--- src/rtl/enc_scan.sv ---
// Sequential priority scanner: latches a request vector over a valid/ready
// handshake and emits the index of every set bit, one beat per handshake.
module enc_scan #(
  parameter int WIDTH     = 8,
  parameter bit MSB_FIRST = 1'b0
) (
  input  logic                       clk,
  input  logic                       rst_n,
  input  logic                       en,
  input  logic                       in_valid,
  output logic                       in_ready,
  input  logic [WIDTH-1:0]           din,
  output logic                       out_valid,
  input  logic                       out_ready,
  output logic [$clog2(WIDTH)-1:0]   dout_idx,
  output logic [WIDTH-1:0]           dout_onehot,
  output logic                       dout_last,
  output logic                       dout_zero
);

  localparam int IDX_W = $clog2(WIDTH);

  typedef enum logic {IDLE, SCAN} state_t;

  state_t            state_q, state_d;
  logic [WIDTH-1:0]  pending_q, pending_d;
  logic              zero_q, zero_d;

  logic [IDX_W-1:0]  sel_idx;
  logic              has_bit;
  logic              single_bit;
  logic              in_fire;
  logic              beat_fire;

  always_ff @(posedge clk or negedge rst_n) begin
    if (!rst_n) begin
      state_q   <= IDLE;
      pending_q <= '0;
      zero_q    <= 1'b0;
    end else begin
      state_q   <= state_d;
      pending_q <= pending_d;
      zero_q    <= zero_d;
    end
  end

  // The last assignment in scan order wins, so the loop direction sets priority.
  always_comb begin
    sel_idx = '0;
    if (MSB_FIRST) begin
      for (int i = 0; i < WIDTH; i++) begin
        if (pending_q[i]) sel_idx = IDX_W'(i);
      end
    end else begin
      for (int i = WIDTH - 1; i >= 0; i--) begin
        if (pending_q[i]) sel_idx = IDX_W'(i);
      end
    end
  end

  assign has_bit    = |pending_q;
  assign single_bit = has_bit && ((pending_q & (pending_q - WIDTH'(1))) == '0);
  assign in_fire    = in_valid & in_ready;
  assign beat_fire  = out_valid & out_ready;

  always_comb begin
    state_d   = state_q;
    pending_d = pending_q;
    zero_d    = zero_q;
    if (beat_fire) begin
      pending_d = pending_q & ~dout_onehot;
      if (dout_last) begin
        state_d = IDLE;
        zero_d  = 1'b0;
      end
    end
    // A reload on the final beat's edge overrides the return to IDLE.
    if (in_fire) begin
      pending_d = din;
      zero_d    = (din == '0);
      state_d   = SCAN;
    end
  end

  always_comb begin
    out_valid   = 1'b0;
    dout_idx    = '0;
    dout_onehot = '0;
    dout_last   = 1'b0;
    dout_zero   = 1'b0;
    if (state_q == SCAN) begin
      out_valid   = en;
      dout_idx    = sel_idx;
      dout_onehot = has_bit ? (WIDTH'(1) << sel_idx) : '0;
      dout_last   = zero_q | single_bit;
      dout_zero   = zero_q;
    end
    in_ready = en & ((state_q == IDLE) | (out_valid & out_ready & dout_last));
  end

endmodule
--- config.mk ---
export PLATFORM = sky130hd
export DESIGN_NAME = enc_scan
export DESIGN_NICKNAME = d
export VERILOG_FILES = /design/src/rtl/enc_scan.sv
export SDC_FILE = /design/constraint.sdc
export NUM_CORES = 1
export LEC_CHECK = 0
export CAP_MARGIN = 40
export CORE_MARGIN = 4
export CORE_UTILIZATION = 40
export DETAILED_ROUTE_END_ITERATION = 10
export HOLD_SLACK_MARGIN = 0.02
export PLACE_DENSITY = 0.75
export SYNTH_ARGS = -nofsm -noshare
export SYNTH_HDL_FRONTEND = slang
export SYNTH_SLANG_ARGS = --single-unit
--- constraint.sdc ---
create_clock -name clk -period 1.9 [get_ports clk]
set_clock_uncertainty 0.1 [all_clocks]
set_input_delay 0.38 -clock clk [delete_from_list [all_inputs] [get_ports clk]]
set_output_delay 0.38 -clock clk [all_outputs]
set_load 0.01 [all_outputs]
==> impl_metrics.csv, run 1 <==
group,metric,value,unit
timing,hold_viol_final,0,
timing,worst_pin_slew,0.4578,ns
floorplanning,die_h,53.23,um
worst_setup_path,crit_fanout,3,
yosys,synth_area_per_cell,8.022,um^2
timing,min_period,2.608,ns
worst_setup_path,r2r_cells,9,
worst_setup_path,worstSetupPathType,"reg -> out",
place,io_buffer_count,27,
routing,ant_nets,0,
floorplanning,coreArea,1962,um^2
clocking,cts.htree.levels,1,
yosys,synthDistinctLibCells,36,
cells_and_area,diodes,0,
timing,rsz0062_at_grt,"true",
place,gp_congestion,0.8726,
yosys,ys_async_sr_fraction,100.0,%
worst_setup_path,required,1.42,ns
routing,wl_per_cell,19.77,um
timing,fin_ws,-0.7081,ns
cells_and_area,final_design_area_no_fill,1638,um^2
clocking,cts.sinks,10,
yosys,yosysWarnings,0,
yosys,synthCells,102,
routing,first_pass_iters,4,
timing,setup_viol,21,
clocking,clock_path_buffers,2,
floorplanning,die_x,53.23,um
place,place_area,1294,um^2
yosys,yosysMostFrequentCell,"inv_1",
timing,timing.fmax,383.4,MHz
global_route,grt_usage,28.05,%
cells_and_area,area_growth,100.2,%
clocking,cts_buffers,3,
clocking,cts_root_buf,"clkbuf_4",
flow_run,max-cap-violations,0,
routing,drc_errors,0,
place,dp_hpwl,2140,um
global_route,grt_max_degree,11,
floorplanning,rows,16,
yosys,yosys.area.top_type,"dfrtp_1",
floorplanning,die-area,2833,um^2
floorplanning,io_pins,28,
worst_setup_path,end_kind,"output pin",
timing,finalCritPeriodShare,137.3,%
min_path,hold_path.class,"in -> async",
outcome,failed_checks,"negative setup slack",
routing,first_iter_violations,42,
yosys,synth_seq_cells,10,
power_and_ir_drop,p_leak,0.8221,nW
yosys,synth_top_area_share,30.58,%
yosys,synth_flop_cell,"dfrtp_1",
global_route,antenna_found_initial,0,
yosys,netlist_area,818.3,um^2
cells_and_area,nNetsFinal,185,
yosys,syn-num-nets,115,
outcome,outcome,"complete, but fails checks",
yosys,synth_commonest_cells,"inv_1, dfrtp_1, nor2_1",
worst_setup_path,critPathArrivalTime,2.13,ns
power_and_ir_drop,vdd_drop_max,0.001265,V
clocking,path_clk_slew,0.07,ns
global_route,grt_pass1_wl,5464,um
timing,drv_slew,0,
timing,slew_headroom,69.39,%
clocking,cts_tree,"built",
yosys,synth_edf_count,0,
global_route,grt_pass1_vias,1114,
global_route,overflow,0,
power_and_ir_drop,power_density,2091,nW/um^2
timing,tns,-9.023,ns
routing,vias,1163,
clocking,insertion_delay,0.26,ns
routing,vias_per_cell,5.874,
power_and_ir_drop,finalPower,3.424,mW
floorplanning,initial_core_util,41.71,%
worst_setup_path,start_kind,"register",
yosys,synthTopCellsByArea,"dfrtp_1, mux2i_1, inv_1",
cells_and_area,drive_gt1_share,55.56,%
routing,drt_wl_total,3915,um
yosys,ys_seq_area_share,30.58,%
worst paths after layout:
check | startpoint | endpoint | slack, ns
setup / recovery | pending_q[3] | in_ready | -0.71
hold / removal | rst_n | pending_q[4] | 0.33
setup reg to reg | pending_q[3] | pending_q[2] | -0.44
hold reg to reg | pending_q[5] | pending_q[5] | 0.53
max in group asynchronous | rst_n | pending_q[5] | 1.03
min in group clk | pending_q[5] | pending_q[5] | 0.53
registers in the layout, indices dropped and copies added, names as in the netlist:
register	count
pending_q	8
state_q	1
zero_q	1
worst max-delay path, cell delays in order (launching register included):
cell,delay (ns)
dfrtp_1,0.43
buf_6,0.15
nor4_4,0.33
buf_4,0.19
nand2_2,0.06
a31o_4,0.26
buf_6,0.12
a21oi_4,0.12
o2bb2ai_2,0.06
buf_2,0.14
per-layer routing:
layer | track usage (%) | routed length, um | up-vias
li1 | - | - | 505
met1 | 32.35 | 1545 | 563
met2 | 46.12 | 1956 | 75
met3 | 3.944 | 243 | 20
met4 | 21.28 | 171 | 0
met5 | 0 | 0 | -
metrics by stage:
stage                     std cells  hold WS [ns]  worst slack [ns]  utilization [%]
after global placement          178        0.4832           -0.6308            65.94
after detailed placement        178        0.4915           -0.6946            65.94
final                           198        0.3286           -0.7081            83.48
after global routing            198        0.3548           -0.8123            83.48
after CTS                       194        0.3311           -0.5946            78.00
after floorplan                 102      -0.01559           -0.1776                -
logic make-up (layout without fill, tap and decap cells):
kind of cell    after synthesis  in the layout  synth area share [%]
compound gates               24             24                 20.49
fa+ha+maj                     1              1                 1.223
buf+inv                      17             86                 10.55
flops                        10             10                 30.58
mux                           9              9                 11.01
simple gates                 41             41                 26.15
cell usage in the layout, fill, tap and decap left out, drive strengths merged, types with 2 or more instances in the layout:
cell / synthesis / routed
buf: 4 / 55
inv: 12 / 12
clkdlybuf4s50: 0 / 11
dfrtp: 10 / 10
nor2: 10 / 10
mux2i: 9 / 9
nand2: 9 / 9
o21ai: 8 / 8
dlygate4sd2: 0 / 4
clkbuf: 1 / 4
and2: 3 / 3
or4: 3 / 3
nor3: 3 / 3
nand3: 3 / 3
nor4: 3 / 3
o31ai: 2 / 2
and3: 2 / 2
a21oi: 2 / 2
a31oi: 2 / 2
report_power, final:
| group | internal, mW | total, mW | switching, mW |
|---|---|---|---|
| Clock | 0.116 | 0.189 | 0.0724 |
| Combinational | 1.49 | 2.84 | 1.35 |
| Sequential | 0.295 | 0.391 | 0.0965 |
| Total | 1.90 | 3.42 | 1.52 |
area by class of cell:
class	instances	area, um^2
Clock buffer	4	36.28
Fill cell	114	324.1
Inverter	12	45.04
Multi-Input combinational cell	75	674.4
Sequential cell	10	251.5
Tap cell	27	33.78
Timing Repair Buffer	70	596.8
what timing repair did:
action | 4_1_cts | 5_1_grt
setup buffers | 13 | 6
hold buffers | 0 | 0
endpoints found under the setup margin | 25 | 22
pin swaps | 10 | 11
gates resized for setup | 87 | 29
(Power assumes the default switching activity.)
==> run 2, diff against run 1 <==
CORE_UTILIZATION = 42   (was 40)
CTS_BUF_LIST = sky130_fd_sc_hd__clkbuf_4   (was default)
PLACE_DENSITY = 0.78   (was 0.75)
==> impl_metrics.csv, run 2 <==
group,metric,value,unit
outcome,outcome,"stopped before the end",
outcome,lastStage,"global routing (5_1_grt)",
outcome,error_line,"[ERROR DPL-0033] detailed placement checks failed during check placement.",
yosys,yosysMostFrequentCell,"inv_1",
global_route,grt_max_degree,11,
yosys,synth_flop_cell,"dfrtp_1",
yosys,ys_async_sr_fraction,100.0,%
yosys,synth_area_per_cell,8.022,um^2
place,io_buffer_count,27,
yosys,synth_top_area_share,30.58,%
place,place_area,1291,um^2
place,gp_congestion,0.8899,
yosys,synthTopCellsByArea,"dfrtp_1, mux2i_1, inv_1",
clocking,cts_root_buf,"clkbuf_4",
timing,endpoint_type,"output port",
floorplanning,rows,15,
yosys,netlist_area,818.3,um^2
floorplanning,initial_core_util,45.89,%
timing,crit_endpoint,"in_ready",
yosys,yosysWarnings,0,
floorplanning,die_x,52.14,um
clocking,cts.sinks,10,
yosys,synthDistinctLibCells,36,
yosys,syn-num-nets,115,
yosys,synth_edf_count,0,
place,pre_cts_slack,-0.6401,ns
place,dp_cells,176,
global_route,antenna_found_initial,0,
place,dp_hpwl,2090,um
yosys,yosys.area.top_type,"dfrtp_1",
clocking,clock_path_buffers,2,
yosys,ys_seq_area_share,30.58,%
clocking,cts.htree.levels,1,
yosys,synth_seq_cells,10,
clocking,cts_buffers,3,
yosys,synth_commonest_cells,"inv_1, dfrtp_1, nor2_1",
clocking,ctsHoldBuffers,0,
floorplanning,die_h,52.14,um
floorplanning,io_pins,28,
yosys,synthCells,102,
-- run 2: cell families after synthesis --
group	count (synthesis)	synth area share (%)
simple gates	41	26.15
compound gates	24	20.49
buf+inv	17	10.55
flops	10	30.58
mux	9	11.01
fa+ha+maj	1	1.223
-- run 2: timing repair --
action | 4_1_cts
buffers inserted | 15
pin swaps | 17
gates resized for setup | 97
endpoints found under the setup margin | 25
cloned | 1
hold endpoints to repair | 0
-- run 2: metrics by stage --
| step | hold WS (ns) | util [%] | TNS, ns |
|---|---|---|---|
| floorplan | -0.01559 | - | -1.264 |
| global placement | 0.4740 | 72.42 | -7.522 |
| detailed placement | 0.4771 | 72.42 | -8.140 |
| CTS | 0.3453 | 87.09 | -5.773 |
==> run 3, diff against run 2 <==
CORE_AREA = 4 4 65 67   (was default)
CORE_MARGIN = default   (was 4)
CORE_UTILIZATION = default   (was 42)
CTS_BUF_LIST = default   (was sky130_fd_sc_hd__clkbuf_4)
DIE_AREA = 0 0 69 71   (was default)
HOLD_SLACK_MARGIN = default   (was 0.02)
PLACE_DENSITY = default   (was 0.78)
PLACE_DENSITY_LB_ADDON = 0.15   (was default)
clock period = 2.45 ns   (was 1.9 ns; I/O delays follow)
==> impl_metrics.csv, run 3 (synthesis results as in run 1) <==
group,metric,value,unit
clocking,ctsHoldBuffers,0,
routing,wl_per_cell,13.17,um
global_route,grt_pass1_vias,1047,
timing,worst_hold_slack,0.4810,ns
clocking,clock_path_buffers,2,
clocking,cts_tree,"built",
worst_setup_path,crit_fanout,4,
routing,first_iter_violations,51,
cells_and_area,diodes,0,
timing,slew_headroom,69.58,%
cells_and_area,largest_reg_flops,8,
power_and_ir_drop,finalPower,2.133,mW
timing,hold_viol_final,0,
power_and_ir_drop,p_leak,0.7305,nW
routing,vias_per_cell,4.738,
floorplanning,rows,22,
cells_and_area,top_register,"pending_q",
clocking,cts.htree.levels,1,
worst_setup_path,required,1.86,ns
place,gp_congestion,0.7807,
outcome,failed_checks,"negative setup slack",
routing,drc_errors,0,
cells_and_area,area_growth,80.43,%
worst_setup_path,worstSetupPathType,"reg -> out",
timing,finalCritPeriodShare,103.4,%
worst_setup_path,rrSetupSlack,0.22,ns
place,dp_hpwl,2159,um
clocking,cts_root_buf,"clkbuf_8",
clocking,path_clk_slew,0.04,ns
place,io_buffer_count,27,
clocking,insertion_delay,0.23,ns
timing,worst_pin_slew,0.4549,ns
floorplanning,die_x,69,um
cells_and_area,layout_commonest_cell,"buf_4",
worst_setup_path,rr_startpoint,"pending_q[3]",
timing,rsz0062_at_grt,"true",
timing,timing.fmax,394.6,MHz
clocking,cts.sinks,10,
cells_and_area,nNetsFinal,177,
global_route,grt_usage,11.62,%
floorplanning,die_h,71,um
cells_and_area,mostFrequentLayoutCells,"buf_4, clkdlybuf4s50_1, inv_1",
outcome,outcome,"complete, but fails checks",
flow_run,max-cap-violations,0,
global_route,grt_pass1_wl,4767,um
global_route,antenna_found_initial,0,
cells_and_area,final_core_utilization,40.63,%
timing,setup_viol,3,
cells_and_area,nFillCells,380,
power_and_ir_drop,power_density,1445,nW/um^2
floorplanning,coreArea,3633,um^2
min_path,hold_path.class,"in -> async",
worst_setup_path,start_kind,"register",
power_and_ir_drop,vdd_drop_max,0.0004504,V
timing,min_period,2.534,ns
global_route,grt_max_degree,11,
routing,drt_wl_total,2766,um
worst_setup_path,end_kind,"output pin",
worst_setup_path,r2r_cells,8,
timing,drv_slew,0,
clocking,cts_buffers,3,
worst_setup_path,critPathArrivalTime,1.94,ns
cells_and_area,reg_top3,"pending_q x8, state_q x1, zero_q x1",
floorplanning,die-area,4899,um^2
worst_setup_path,rr_endpoint,"pending_q[7]",
routing,first_pass_iters,4,
timing,tns,-0.1647,ns
cells_and_area,drive_gt1_share,39.51,%
routing,ant_nets,0,
floorplanning,initial_core_util,22.52,%
floorplanning,io_pins,28,
timing,fin_ws,-0.08438,ns
routing,vias,995,
global_route,overflow,0,
==> run 3: where the power goes <==
group / internal [mW] / total (mW) / leakage, nW / switching (mW)
clock: 0.107 / 0.162 / 0.0216 / 0.0554
sequential: 0.229 / 0.291 / 0.124 / 0.0620
combinational: 0.926 / 1.68 / 0.585 / 0.755
==> run 3: cell type report <==
class / instances / area (um^2) / share of cell area (%)
multi-input cells: 75 / 564.3 / 38.22
repair buffers: 62 / 514.2 / 34.83
flip-flops and latches: 10 / 251.5 / 17.03
well taps: 48 / 60.06 / 4.068
inverters: 12 / 45.04 / 3.051
clock buffers: 3 / 41.29 / 2.797
==> run 3: metal layers <==
layer	routed length [um]	track usage, %
met3	93	0.9943
met5	0	0
met2	1498	21.08
met4	23	4.338
met1	1151	14.24
==> run 3: worst max path at each step <==
stage                 start  endpoint  slack [ns]  depth (start not counted)
2_1_floorplan  pending_q[3]  in_ready        0.16                          6
3_3_place_gp   pending_q[3]  in_ready       -0.25                          7
3_5_place_dp   pending_q[3]  in_ready       -0.27                          7
4_1_cts        pending_q[3]  in_ready       -0.08                          6
5_1_grt        pending_q[3]  in_ready       -0.17                          6
6_report       pending_q[3]  in_ready       -0.08                          6
==> run 3: critical path: stages (launching register included) <==
cell and delay (ns):
dfrtp_1 0.41, or4_4 0.55, o31ai_4 0.25, a31o_2 0.21
a21oi_2 0.07, o2bb2ai_2 0.10, buf_2 0.14
==> run 3: through the flow <==
| step | instance area (um^2) | cells | setup WS (ns) |
|---|---|---|---|
| after floorplan | 818.3 | 102 | 0.1613 |
| after global placement | 1333 | 202 | -0.2522 |
| after detailed placement | 1333 | 202 | -0.2739 |
| after CTS | 1418 | 209 | -0.08088 |
| after global routing | 1476 | 210 | -0.1683 |
| final | 1476 | 210 | -0.08438 |
==> run 3: repair_timing <==
item / CTS / global route
pin swaps: 4 / 9
buffers inserted: 4 / 1
setup endpoints to repair: 12 / 9
resized for setup: 42 / 17
==> run 4, diff against run 3 <==
==> constraint.sdc (replaced) <==
create_clock -name clk -period 2.45 [get_ports clk]
set_clock_uncertainty 0.1 [all_clocks]
set_input_delay 0.735 -clock clk [delete_from_list [all_inputs] [get_ports clk]]
set_output_delay 0.735 -clock clk [all_outputs]
set_load 0.01 [all_outputs]
==> impl_metrics.csv, run 4 (synthesis results as in run 1) <==
group,metric,value,unit
min_path,hold_path.class,"reg -> reg",
timing,rsz0062_at_grt,"true",
place,place_area,1350,um^2
timing,drv_slew,0,
flow_run,max-cap-violations,0,
power_and_ir_drop,power_density,1467,nW/um^2
routing,drc_errors,0,
global_route,antenna_found_initial,0,
floorplanning,coreArea,3633,um^2
timing,fin_ws,-0.3532,ns
worst_setup_path,critPathArrivalTime,1.97,ns
global_route,grt_pass1_wl,4857,um
place,pre_cts_slack,-0.5169,ns
outcome,failed_checks,"negative setup slack",
worst_setup_path,r2r_cells,11,
worst_setup_path,rr_startpoint,"pending_q[0]",
timing,finalCritPeriodShare,114.4,%
floorplanning,die-area,4899,um^2
worst_setup_path,crit_fanout,7,
worst_setup_path,start_kind,"register",
routing,first_pass_iters,4,
floorplanning,io_pins,28,
global_route,grt_max_degree,13,
place,io_buffer_count,27,
cells_and_area,largest_reg_flops,8,
worst_setup_path,worstSetupPathType,"reg -> out",
cells_and_area,layout_commonest_cell,"buf_4",
routing,vias,985,
clocking,cts_tree,"built",
routing,drt_wl_total,2819,um
power_and_ir_drop,vdd_drop_max,0.0005448,V
clocking,path_clk_slew,0.04,ns
floorplanning,initial_core_util,22.52,%
routing,wl_per_cell,12.99,um
clocking,insertion_delay,0.23,ns
timing,slew_headroom,69.29,%
cells_and_area,final_core_utilization,43.18,%
place,dp_hpwl,2193,um
place,dp_cells,203,
worst_setup_path,end_kind,"output pin",
timing,worst_pin_slew,0.4593,ns
global_route,grt_usage,12.03,%
cells_and_area,nNetsFinal,184,
cells_and_area,fin_cells,217,
global_route,use_met1,14.22,%
worst_setup_path,rr_endpoint,"pending_q[7]",
routing,vias_per_cell,4.539,
min_path,hp-start,"zero_q",
cells_and_area,top_register,"pending_q",
clocking,clock_path_buffers,2,
global_route,grt_busiest_layer,"met2",
cells_and_area,drive_gt1_share,47.93,%
min_path,hold_path_end,"zero_q",
place,gp_congestion,0.8369,
routing,ant_nets,0,
clocking,cts.sinks,10,
cells_and_area,area_growth,91.74,%
worst_setup_path,required,1.62,ns
timing,worst_hold_slack,0.4864,ns
cells_and_area,reg_top3,"pending_q x8, state_q x1, zero_q x1",
timing,min_period,2.803,ns
floorplanning,die_x,69,um
outcome,outcome,"complete, but fails checks",
timing,setup_viol,8,
routing,first_iter_violations,20,
cells_and_area,final_design_area_no_fill,1569,um^2
cells_and_area,mostFrequentLayoutCells,"buf_4, buf_6, clkdlybuf4s50_1",
floorplanning,die_h,71,um
clocking,cts_buffers,3,
clocking,cts.htree.levels,1,
worst_setup_path,rrSetupSlack,0.13,ns
timing,hold_viol_final,0,
min_path,hold_depth,2,
floorplanning,rows,22,
global_route,grt_use_met3,1.420,%
clocking,cts_root_buf,"clkbuf_8",
cells_and_area,diodes,0,
power_and_ir_drop,p_leak,0.7830,nW
timing,timing.fmax,356.7,MHz
global_route,met2_usage,22.03,%
global_route,grt_pass1_vias,1076,
global_route,overflow,0,
## run 4: changes by cell type in the layout (fill, tap and decap cells not counted), sizes merged
cell	delta
buf	+10
dlygate4sd2	-1
clkdlybuf4s15	+1
clkdlybuf4s50	-3
## run 4: power by group
part	internal [mW]	total (mW)	switching, mW	leakage (nW)
Clock	0.107	0.162	0.0556	0.0216
Sequential	0.229	0.283	0.0539	0.124
Combinational	1.05	1.86	0.808	0.637
Total	1.38	2.30	0.918	0.783
## run 4: area by class of cell
cell class / count / area (um^2)
inverters: 12 / 45.04
fillers: 381 / 2064
clock buffers: 3 / 41.29
repair buffers: 69 / 590.6
multi-input cells: 75 / 580.6
flip-flops and latches: 10 / 251.5
well taps: 48 / 60.06
## run 4: per-stage QoR
stage                     power (mW)  TNS (ns)
after floorplan               0.9491         0
after global placement         1.711    -4.884
after detailed placement       1.713    -4.967
after CTS                      2.126    -1.613
after global routing           2.492    -2.247
final                          2.301    -1.541
## run 4: timing repair
action	CTS	global route
gates resized for setup	62	28
setup buffers	10	2
hold buffers	0	0
pin swaps	7	6
gates cloned	0	0
setup endpoints to repair	13	15
## run 4: worst max-delay path by stage
stage | startpoint | to | slack, ns | depth (start not counted)
after CTS | pending_q[0] | in_ready | -0.34 | 9
after detailed placement | pending_q[3] | in_ready | -0.52 | 6
after global placement | pending_q[3] | in_ready | -0.49 | 6
after floorplan | pending_q[3] | in_ready | 0.005 | 6
after global routing | pending_q[3] | in_ready | -0.44 | 7
final | pending_q[3] | in_ready | -0.35 | 7
## run 4: critical path: stages, from the launching register on
cell and delay [ns]:
dfrtp_2 0.45, or4_4 0.50, o31ai_2 0.18, a31o_2 0.20, buf_4 0.11, a21oi_2 0.06
o2bb2ai_2 0.10, buf_2 0.14
## run 4: metal layers
metal | share of wire, % | vias to the layer above
li1 | - | 504
met1 | 44 | 466
met2 | 53 | 11
met3 | 1.6 | 4
met4 | 1.3 | 0
met5 | 0 | -
